**src/rtl/wm_embed_stream_if.sv**
```systemverilog
// Pixel/key stream bundle for wm_embed_stream; master drives the stream, slave is the block.
interface wm_embed_stream_if #(
  parameter int PIX_W = 8,
  parameter int KW    = 32
);
  logic             wm_load;
  logic [KW-1:0]    wm_key;
  logic             mode;
  logic [PIX_W-1:0] pix_in;
  logic             pix_valid;
  logic             pix_ready;
  logic [PIX_W-1:0] pix_out;
  logic             out_valid;
  logic             out_ready;
  logic             wm_wrap;
  logic [KW-1:0]    wm_out;
  logic             wm_out_valid;

  modport master (
    output wm_load, wm_key, mode, pix_in, pix_valid, out_ready,
    input  pix_ready, pix_out, out_valid, wm_wrap, wm_out, wm_out_valid
  );

  modport slave (
    input  wm_load, wm_key, mode, pix_in, pix_valid, out_ready,
    output pix_ready, pix_out, out_valid, wm_wrap, wm_out, wm_out_valid
  );
endinterface

```
**src/rtl/wm_embed_stream.sv**
```systemverilog
// LSB watermark embedder on a 1-deep registered pixel stream.
// Define WM_EXTRACT_EN to build the extract (key recovery) path.
module wm_embed_stream #(
  parameter int PIX_W = 8,
  parameter int NCH   = 4,
  parameter int K     = 1
) (
  input  logic               clk,
  input  logic               rst_n,
  wm_embed_stream_if.slave   bus
);
  localparam int KW    = NCH * PIX_W;
  localparam int NPTR  = KW / K;
  localparam int PTR_W = (NPTR > 1) ? $clog2(NPTR) : 1;
  localparam logic [PTR_W-1:0] PTR_LAST = PTR_W'(NPTR - 1);
  localparam logic [PIX_W-1:0] LOW_MASK = ~({PIX_W{1'b1}} << K);

  typedef enum logic {IDLE, RUN} state_t;

  state_t           state, state_nxt;
  logic [KW-1:0]    key;
  logic [PTR_W-1:0] ptr, ptr_eff;
  logic             last_mode, mode_eff;
  logic             accept, wrap;
  logic [K-1:0]     key_bits;
  logic [PIX_W-1:0] pix_nxt;

`ifdef WM_EXTRACT_EN
  assign mode_eff = bus.mode;
`else
  assign mode_eff = 1'b0;
  wire unused_mode = bus.mode;
`endif

  always_comb begin
    state_nxt = state;
    if (state == IDLE && bus.wm_load) state_nxt = RUN;
    bus.pix_ready = (state == RUN || mode_eff) && !bus.wm_load &&
                    (!bus.out_valid || bus.out_ready);
    accept   = bus.pix_valid && bus.pix_ready;
    // A mode switch restarts the bit walk from bit 0
    ptr_eff  = (mode_eff != last_mode) ? '0 : ptr;
    wrap     = (ptr_eff == PTR_LAST);
    key_bits = key[ptr_eff*K +: K];
    pix_nxt  = mode_eff ? bus.pix_in
                        : ((bus.pix_in & ~LOW_MASK) | PIX_W'(key_bits));
  end

  always_ff @(posedge clk) begin
    if (!rst_n) begin
      state         <= IDLE;
      key           <= '0;
      ptr           <= '0;
      last_mode     <= 1'b0;
      bus.pix_out   <= '0;
      bus.out_valid <= 1'b0;
      bus.wm_wrap   <= 1'b0;
    end else begin
      state       <= state_nxt;
      bus.wm_wrap <= accept && wrap;
      if (bus.wm_load) begin
        key <= bus.wm_key;
        ptr <= '0;
      end else if (accept) begin
        ptr <= wrap ? '0 : ptr_eff + 1'b1;
      end
      if (accept) begin
        last_mode     <= mode_eff;
        bus.pix_out   <= pix_nxt;
        bus.out_valid <= 1'b1;
      end else if (bus.out_ready) begin
        bus.out_valid <= 1'b0;
      end
    end
  end

`ifdef WM_EXTRACT_EN
  logic [KW-1:0] collect, collect_nxt;

  always_comb begin
    collect_nxt = (mode_eff != last_mode) ? '0 : collect;
    collect_nxt[ptr_eff*K +: K] = bus.pix_in[K-1:0];
  end

  always_ff @(posedge clk) begin
    if (!rst_n) begin
      collect          <= '0;
      bus.wm_out       <= '0;
      bus.wm_out_valid <= 1'b0;
    end else begin
      bus.wm_out_valid <= 1'b0;
      if (accept && mode_eff) begin
        collect <= collect_nxt;
        if (wrap) begin
          bus.wm_out       <= collect_nxt;
          bus.wm_out_valid <= 1'b1;
        end
      end
    end
  end
`else
  assign bus.wm_out       = '0;
  assign bus.wm_out_valid = 1'b0;
`endif
endmodule

```
**src/flat_wrapper.sv**
```systemverilog
// flat-port wrapper written by rule: the top's interface ports become plain ports
module wm_embed_stream_flat 
#(
  parameter int PIX_W = 8,
  parameter int NCH   = 4,
  parameter int K     = 1
)
  (clk, rst_n, bus_wm_load, bus_wm_key, bus_mode, bus_pix_in, bus_pix_valid, bus_out_ready, bus_pix_ready, bus_pix_out, bus_out_valid, bus_wm_wrap, bus_wm_out, bus_wm_out_valid);
  wm_embed_stream_if #(.PIX_W(PIX_W), .KW((NCH * PIX_W))) bus_i ();
  input  logic clk;
  input  logic rst_n;
  input wire logic [$bits(bus_i.wm_load)-1:0] bus_wm_load;
  input wire logic [$bits(bus_i.wm_key)-1:0] bus_wm_key;
  input wire logic [$bits(bus_i.mode)-1:0] bus_mode;
  input wire logic [$bits(bus_i.pix_in)-1:0] bus_pix_in;
  input wire logic [$bits(bus_i.pix_valid)-1:0] bus_pix_valid;
  input wire logic [$bits(bus_i.out_ready)-1:0] bus_out_ready;
  output wire logic [$bits(bus_i.pix_ready)-1:0] bus_pix_ready;
  output wire logic [$bits(bus_i.pix_out)-1:0] bus_pix_out;
  output wire logic [$bits(bus_i.out_valid)-1:0] bus_out_valid;
  output wire logic [$bits(bus_i.wm_wrap)-1:0] bus_wm_wrap;
  output wire logic [$bits(bus_i.wm_out)-1:0] bus_wm_out;
  output wire logic [$bits(bus_i.wm_out_valid)-1:0] bus_wm_out_valid;
  assign bus_i.wm_load = bus_wm_load;
  assign bus_i.wm_key = bus_wm_key;
  assign bus_i.mode = bus_mode;
  assign bus_i.pix_in = bus_pix_in;
  assign bus_i.pix_valid = bus_pix_valid;
  assign bus_i.out_ready = bus_out_ready;
  assign bus_pix_ready = bus_i.pix_ready;
  assign bus_pix_out = bus_i.pix_out;
  assign bus_out_valid = bus_i.out_valid;
  assign bus_wm_wrap = bus_i.wm_wrap;
  assign bus_wm_out = bus_i.wm_out;
  assign bus_wm_out_valid = bus_i.wm_out_valid;
  wm_embed_stream #(.PIX_W(PIX_W), .NCH(NCH), .K(K)) u_core (.clk(clk), .rst_n(rst_n), .bus(bus_i));
endmodule
```
**config.mk**
```make
export PLATFORM = sky130hd
export DESIGN_NAME = wm_embed_stream_flat
export DESIGN_NICKNAME = d
export VERILOG_FILES = /design/src/rtl/wm_embed_stream_if.sv /design/src/rtl/wm_embed_stream.sv /design/src/flat_wrapper.sv
export SDC_FILE = /design/constraint.sdc
export NUM_CORES = 1
export LEC_CHECK = 0
export ABC_CLOCK_PERIOD_IN_PS = 5300
export CORE_MARGIN = 8
export CORE_UTILIZATION = 60
export CTS_CLUSTER_SIZE = 14
export DETAILED_ROUTE_END_ITERATION = 7
export DONT_BUFFER_PORTS = 1
export PLACE_DENSITY = 0.76
export SLEW_MARGIN = 15
export SYNTH_ARGS = -nofsm -noshare
export SYNTH_HDL_FRONTEND = slang
export SYNTH_SLANG_ARGS = --single-unit
```
**constraint.sdc**
```tcl
create_clock -name clk -period 5.3 [get_ports clk]
set_input_delay 0.795 -clock clk [delete_from_list [all_inputs] [get_ports clk]]
set_output_delay 0.795 -clock clk [all_outputs]
set_load 0.02 [all_outputs]
```
==> run metrics <==
outcome complete, no violations; DRT Pass-1 Iters 4; critical path start-end classification input port to primary output; most frequently used cell type in the post-synthesis netlist dfxtp_1; highest clock rate 471 MHz; CP cell instances nor2b_1 -> and2_1; maximum ir drop on the vdd rail 0.000191 V; largest area contributor in the netlist dfxtp_1; most common flop cell mapped by yosys dfxtp_1; netlist area before placement 2320 um2; initial standard-cell utilization of the core 62.9%; layout-stage area growth over the synthesis result -2.21%; worst-skew pair later-pin latency 0.29 ns; Post-Route WL 4.45 mm; top-level I/O count 90; half-perimeter wire length after placement 3.27 mm; number of setup violations in the final report 0; Synth Register Bits 48; initial detailed-routing violation count 94; placed cell count 278; CP max-delay cell and2_1; share of final-layout standard cells stronger than drive strength 1 5.46%; cts bufs inserted 5; antenna violations before repair 0; number of clock sinks 48; Final Core Density 61.5%; max-cap violation count 0; number of buffers inserted by port buffering 0; number of synthesized flops with an enable pin 0; overall die width 78.2 um; data arrival at the endpoint of the critical path 1.33 ns; final clock skew 0.00373 ns; number of global-route vias before repair 1414; DRC viols 0; crit path time final 2.12 ns; Clk Tree Root Cell clkbuf_8; cell types occupying the most area after synthesis dfxtp_1, mux2i_1, buf_4; Slew headroom 53.7%; share of synthesized registers carrying an async set or reset 0%; detailed-route vias per instance 5.20; area fraction of the dominant cell type after synthesis 41.4%; number of antenna cells inserted 0; Clock Path Buffers 2; leakage power total 0.000948 uW; Hold Violations, Final 0; die area 6110 um2; buffer and inverter count on the worst path 0; CP delay by family, top simple AND/OR/NAND/NOR gates; filler cell count 330; floorplan row count 22; core outline area 3690 um2; floorplan die height 78.2 um; gpl congestion 0.756; Overflow after GRT 0; post-route non-filler standard cell count 286; number of gates resized after cts 0; type of destination of the critical path primary output; global-route wire length before repair 6.98 mm; Gate Count Post-Synth 244; Least-Margin Pin Slew 0.694 ns; count of buffers added by post-CTS timing repair for setup 0; total number of nets in the final design 285; Critical Path Max Stage Delay 0.30 ns; clock slew at reported path FFs 0.08 ns; post-cts hold buffer count 0; total track usage 14.0%; register area share after synthesis 41.4%; final-report max-slew violation count 0; per-instance average area after synthesis 9.51 um2; detail-routed net length per standard cell 15.6 um; summed negative setup slack over all endpoints 0 ns; top post-synthesis cells by count dfxtp_1, mux2i_1, nor2_1, buf_4, nand2_1; total number of vias 1488; classification of the worst-slack hold path register to register; Yosys warning count 0; setup repair after global routing missed its margin no; TritonCTS clock tree built; pin count of the biggest net entering global routing 44; number of unique standard cell types used by synthesis 33; remaining antenna violation count after routing 0; CP Launch Type input port; power density over the cells 294 nW/um2; Tcrit/Tclk final 40.0%; required time at the endpoint of the critical path 4.51 ns; crit-path max FO 35; Max H-tree Level 2
-- worst reg2reg max path: cells and delay by family (launching register included) --
family / cells / cell delay, ns
compound gates: 2 / 0.49
flops: 1 / 0.77
mux: 2 / 0.68
-- cell type report --
cell class / instances / area, um2 / share of cell area [%]
Clock buffer: 8 / 90.1 / 3.97
Inverter: 4 / 15.0 / 0.662
Multi-Input combinational cell: 177 / 1130 / 50.0
Sequential cell: 48 / 961 / 42.4
Tap cell: 48 / 60.1 / 2.65
Timing Repair Buffer: 1 / 7.51 / 0.331
-- cells by family (layout without fill, tap and decap cells) --
logic type / count (synthesis) / count (layout) / synth area share, %
and+or+nand+nor: 71 / 71 / 13.2
buffers and inverters: 51 / 13 / 14.8
adders and majority gates: 2 / 2 / 1.08
DFF: 48 / 48 / 41.4
AOI/OAI and AO/OA: 25 / 25 / 6.53
other: 1 / 33 / 0.162
muxes: 46 / 46 / 22.8
-- cell usage in the layout (no fill, tap or decap), types with 2 or more instances in the layout --
cell type,instances
and3_1,2
conb_1,33
mux2_2,2
a41o_1,2
clkbuf_1,2
a21oi_1,13
mux2i_1,39
o211ai_1,2
a31oi_1,3
nor2_1,36
o21ai_0,3
mux4_2,4
nand2b_1,2
a311oi_1,2
nand2_1,20
dfxtp_1,48
nand3_1,2
clkbuf_8,6
nor2b_1,2
inv_1,3
ha_1,2
-- flip-flops by register name (all words and copies together) (netlist names) --
| signal | cells |
|---|---|
| u_core.state | 1 |
| u_core.key | 32 |
| u_core.bus.out_valid | 1 |
| u_core.bus.pix_out | 8 |
| u_core.ptr | 5 |
| u_core.bus.wm_wrap | 1 |
-- worst paths after layout --
path	cells after the start	from	slack, ns	to
min	2	u_core.state$_SDFFE_PN0P_	0.47	u_core.state$_SDFFE_PN0P_
max reg2reg	4	u_core.ptr[1]$_SDFFE_PP0P_	3.27	u_core.bus.pix_out[0]$_SDFFE_PN0P_
min reg2reg	2	u_core.state$_SDFFE_PN0P_	0.47	u_core.state$_SDFFE_PN0P_
max	2	bus_wm_load	3.18	bus_pix_ready
-- report_power, final --
| group | total [uW] | switching [uW] | internal (uW) | leakage, uW |
|---|---|---|---|---|
| clock | 215 | 108 | 106 | 0.0000455 |
| sequential | 389 | 11.4 | 377 | 0.000394 |
| combinational | 64.8 | 41.5 | 23.3 | 0.000508 |
| total | 668 | 161 | 507 | 0.000948 |
-- per-stage QoR --
stage	total power [uW]	hold slack [ns]	cell area [um2]	setup WS, ns
2_1_floorplan	477	0.427	2440	3.05
3_3_place_gp	459	0.438	2180	2.98
3_5_place_dp	461	0.447	2180	2.94
4_1_cts	674	0.467	2270	3.18
5_1_grt	699	0.529	2270	3.14
6_report	668	0.465	2270	3.18
-- per-layer routing --
metal / up-vias / share of wire, % / global-route usage (%)
met5: - / 0 / 0
met3: 9 / 10 / 6.15
li1: 749 / - / -
met1: 669 / 41 / 15.9
met2: 61 / 47 / 22.9
met4: 0 / 1.7 / 5.00
Note: power is estimated with default switching activity, not from simulation.
==> variant: new RTL, same settings <==
The option `WM_EXTRACT_EN` is turned on by a define.
--- a/src/rtl/wm_embed_stream.sv
+++ b/src/rtl/wm_embed_stream.sv
@@ -1,5 +1,7 @@
 // LSB watermark embedder on a 1-deep registered pixel stream.
 // Define WM_EXTRACT_EN to build the extract (key recovery) path.
+`define WM_EXTRACT_EN
+
 module wm_embed_stream #(
   parameter int PIX_W = 8,
   parameter int NCH   = 4,
Function: changed (Yosys sat finds a counterexample within 4 cycles, from zero or initial values and one cycle with rst_n low).
==> variant against the original RTL <==
  * Hold slack worse by 60 ps
  * Sequential cell count is 66 higher
  * Wire length grew to 3.6 times the old value
  * Power grew to 3.2 times the old value
  * Sequential power is 130% higher
  * Cell area grew to 2.8 times the old value
  * Non-clock buffer count is 7 higher
  * Synthesized area is 150% higher
  * Setup slack worse by 1900 ps
  * Critical endpoint is now u_core.collect[20]$_SDFFE_PN0P_
  * Largest cell class unchanged
==> variant: results (changes against the original RTL) <==
| Metric | Value |
|---|---|
| Initial antenna violation count | `0 (unchanged)` |
| Synth-to-Final Area Change | `10.6%` |
| Largest net degree at the start of global routing | `66 (+50%)` |
| Synth async-reset ratio | `0 (unchanged)` |
| Vias in the first global route | `5,052 (+260%)` |
| Met3 wire len | `1.52 mm (+230%)` |
| Met2 wire len | `7.77 mm (+270%)` |
| Fraction of layout instances using a drive strength above 1 | `0.111 (+0.0561)` |
| Area contributors post-synth | `dfxtp_1, mux2i_1, a21oi_1` |
| HP Class | `in -> reg` |
| R2R Setup Slk | `1230 ps (-2040 ps)` |
| Met2 Resource Use GR | `0.408 (+0.178)` |
| Synth warn | `0 (unchanged)` |
| Setup repair bufs after CTS | `0 (unchanged)` |
| Hold Path Origin | `bus_wm_load` |
| Fill count | `740 (+120%)` |
| Clock power share | `0.534 (+0.213)` |
| Global placement routability congestion | `0.901 (+19%)` |
| Seq. pwr | `0.000891 W (+130%)` |
| Crit Reg-Reg Endpoint | `u_core.collect[20]$_SDFFE_PN0P_` |
| First-pass GRT wire length | `25.7 mm (+270%)` |
| Seq/total area | `0.358 (-0.0654)` |
| Total GRT Usage | `0.244 (+0.104)` |
| Worst path slowest cell | `dfxtp_1` |
| Reg2Reg Launch Point | `u_core.last_mode$_SDFFE_PN0P_` |
| Peak VDD IR | `0.000224 V (+18%)` |
| Logic inverters | `10 (+6)` |
| Pre-antenna DRT Iters | `5 (+1)` |
| H-tree levels | `4 (+2)` |
| Switching share of power | `0.229 (-0.0118)` |
| Avg WL per Cell | `20.5 um (+32%)` |
| HPWL after detailed placement | `10.6 mm (+220%)` |
| Clock Latency Late Sink | `520 ps (+230 ps)` |
| Clock sink count | `114 (+140%)` |
| Fraction of area in multi-input gates | `0.507 (+0.00660)` |
| Comb_multi_in | `486 (+170%)` |
| Final #Nets | `689 (+140%)` |
| DRT iter0 DRCs | `445 (+370%)` |
| Met1 Wirelength | `6.26 mm (+240%)` |
| CLK BUF | `19 (+11)` |
| R2R depth | `10 (+6)` |
| WHS | `406 ps (-59.7 ps)` |
| GR Layer Usage met3 | `0.0729 (+0.0114)` |
| Seq/Total Area, Yosys | `0.396 (-0.0181)` |
| Worst path max stage delay | `580 ps (+280 ps)` |
| Post-synth top cells | `dfxtp_1, nor2_1, a21oi_1` |
| Largest regs | `u_core.bus.wm_out x32, u_core.collect x32, u_core.key x32` |
| Placed cell areas | `5770 sq um (+160%)` |
| Leakage | `2.17 nW (+130%)` |
| Detailed-route via count | `5,193 (+250%)` |
| Crit-path max FO | `18 (-49%)` |
| Distinct cells, synth | `73 (+120%)` |
| Non-clk bufs | `8 (+7)` |
| Status | `completed` |
| Pwr dens | `337 nW/um^2 (+14%)` |
| Max-slew headroom | `0.253 (-0.284)` |
| Met1 Use GR | `0.285 (+0.126)` |
| Signal buf overhead | `0.00943 (+0.00612)` |
| CTS Buf Count | `17 (+12)` |
| Clock transition at the registers of the reported paths | `60 ps (-20 ps)` |
==> variant: cell types whose count changed after synthesis, moves of 21 or more <==
cell and change:
dfxtp_1 +66, nand4_1 +23, a21oi_1 +43, o211ai_1 +24
nand2_1 +26, nor2_1 +21, nand3_1 +31, o21ai_0 +26
clkbuf_1 +26, buf_4 -32
==> variant: worst max-delay path by stage <==
| stage | from | to | slack, ps | depth (start not counted) |
|---|---|---|---|---|
| 2_1_floorplan | bus_mode | u_core.bus.wm_out[6]$_SDFFE_PN0P_ | 960 | 15 |
| 3_3_place_gp | bus_mode | u_core.collect[20]$_SDFFE_PN0P_ | 1280 | 10 |
| 3_5_place_dp | bus_mode | u_core.collect[20]$_SDFFE_PN0P_ | 1130 | 10 |
| 6_report | u_core.last_mode$_SDFFE_PN0P_ | u_core.collect[20]$_SDFFE_PN0P_ | 1230 | 10 |
| 5_1_grt | u_core.last_mode$_SDFFE_PN0P_ | u_core.collect[20]$_SDFFE_PN0P_ | 960 | 10 |
| 4_1_cts | u_core.last_mode$_SDFFE_PN0P_ | u_core.collect[20]$_SDFFE_PN0P_ | 1300 | 10 |
==> variant: per-stage QoR <==
step                power (W)  utilization  worst slack (ps)  instances
CTS                   0.00215        0.686              1300        779
global placement      0.00101        0.622              1280        747
detailed placement    0.00101        0.622              1130        747
global route          0.00220        0.686               957        779
finish                0.00214        0.686              1230        779
floorplan             0.00100            -               963        666
==> variant: logic make-up (layout without fill, tap and decap cells) <==
group,count (synthesis),count (layout),synth area share
buffers and inverters,66,50,0.0456
adders and majority gates,6,6,0.0130
muxes,51,51,0.0984
AOI/OAI and AO/OA,194,194,0.231
and+or+nand+nor,232,232,0.206
DFF,114,114,0.396
xor gates and xnor gates,3,3,0.00912
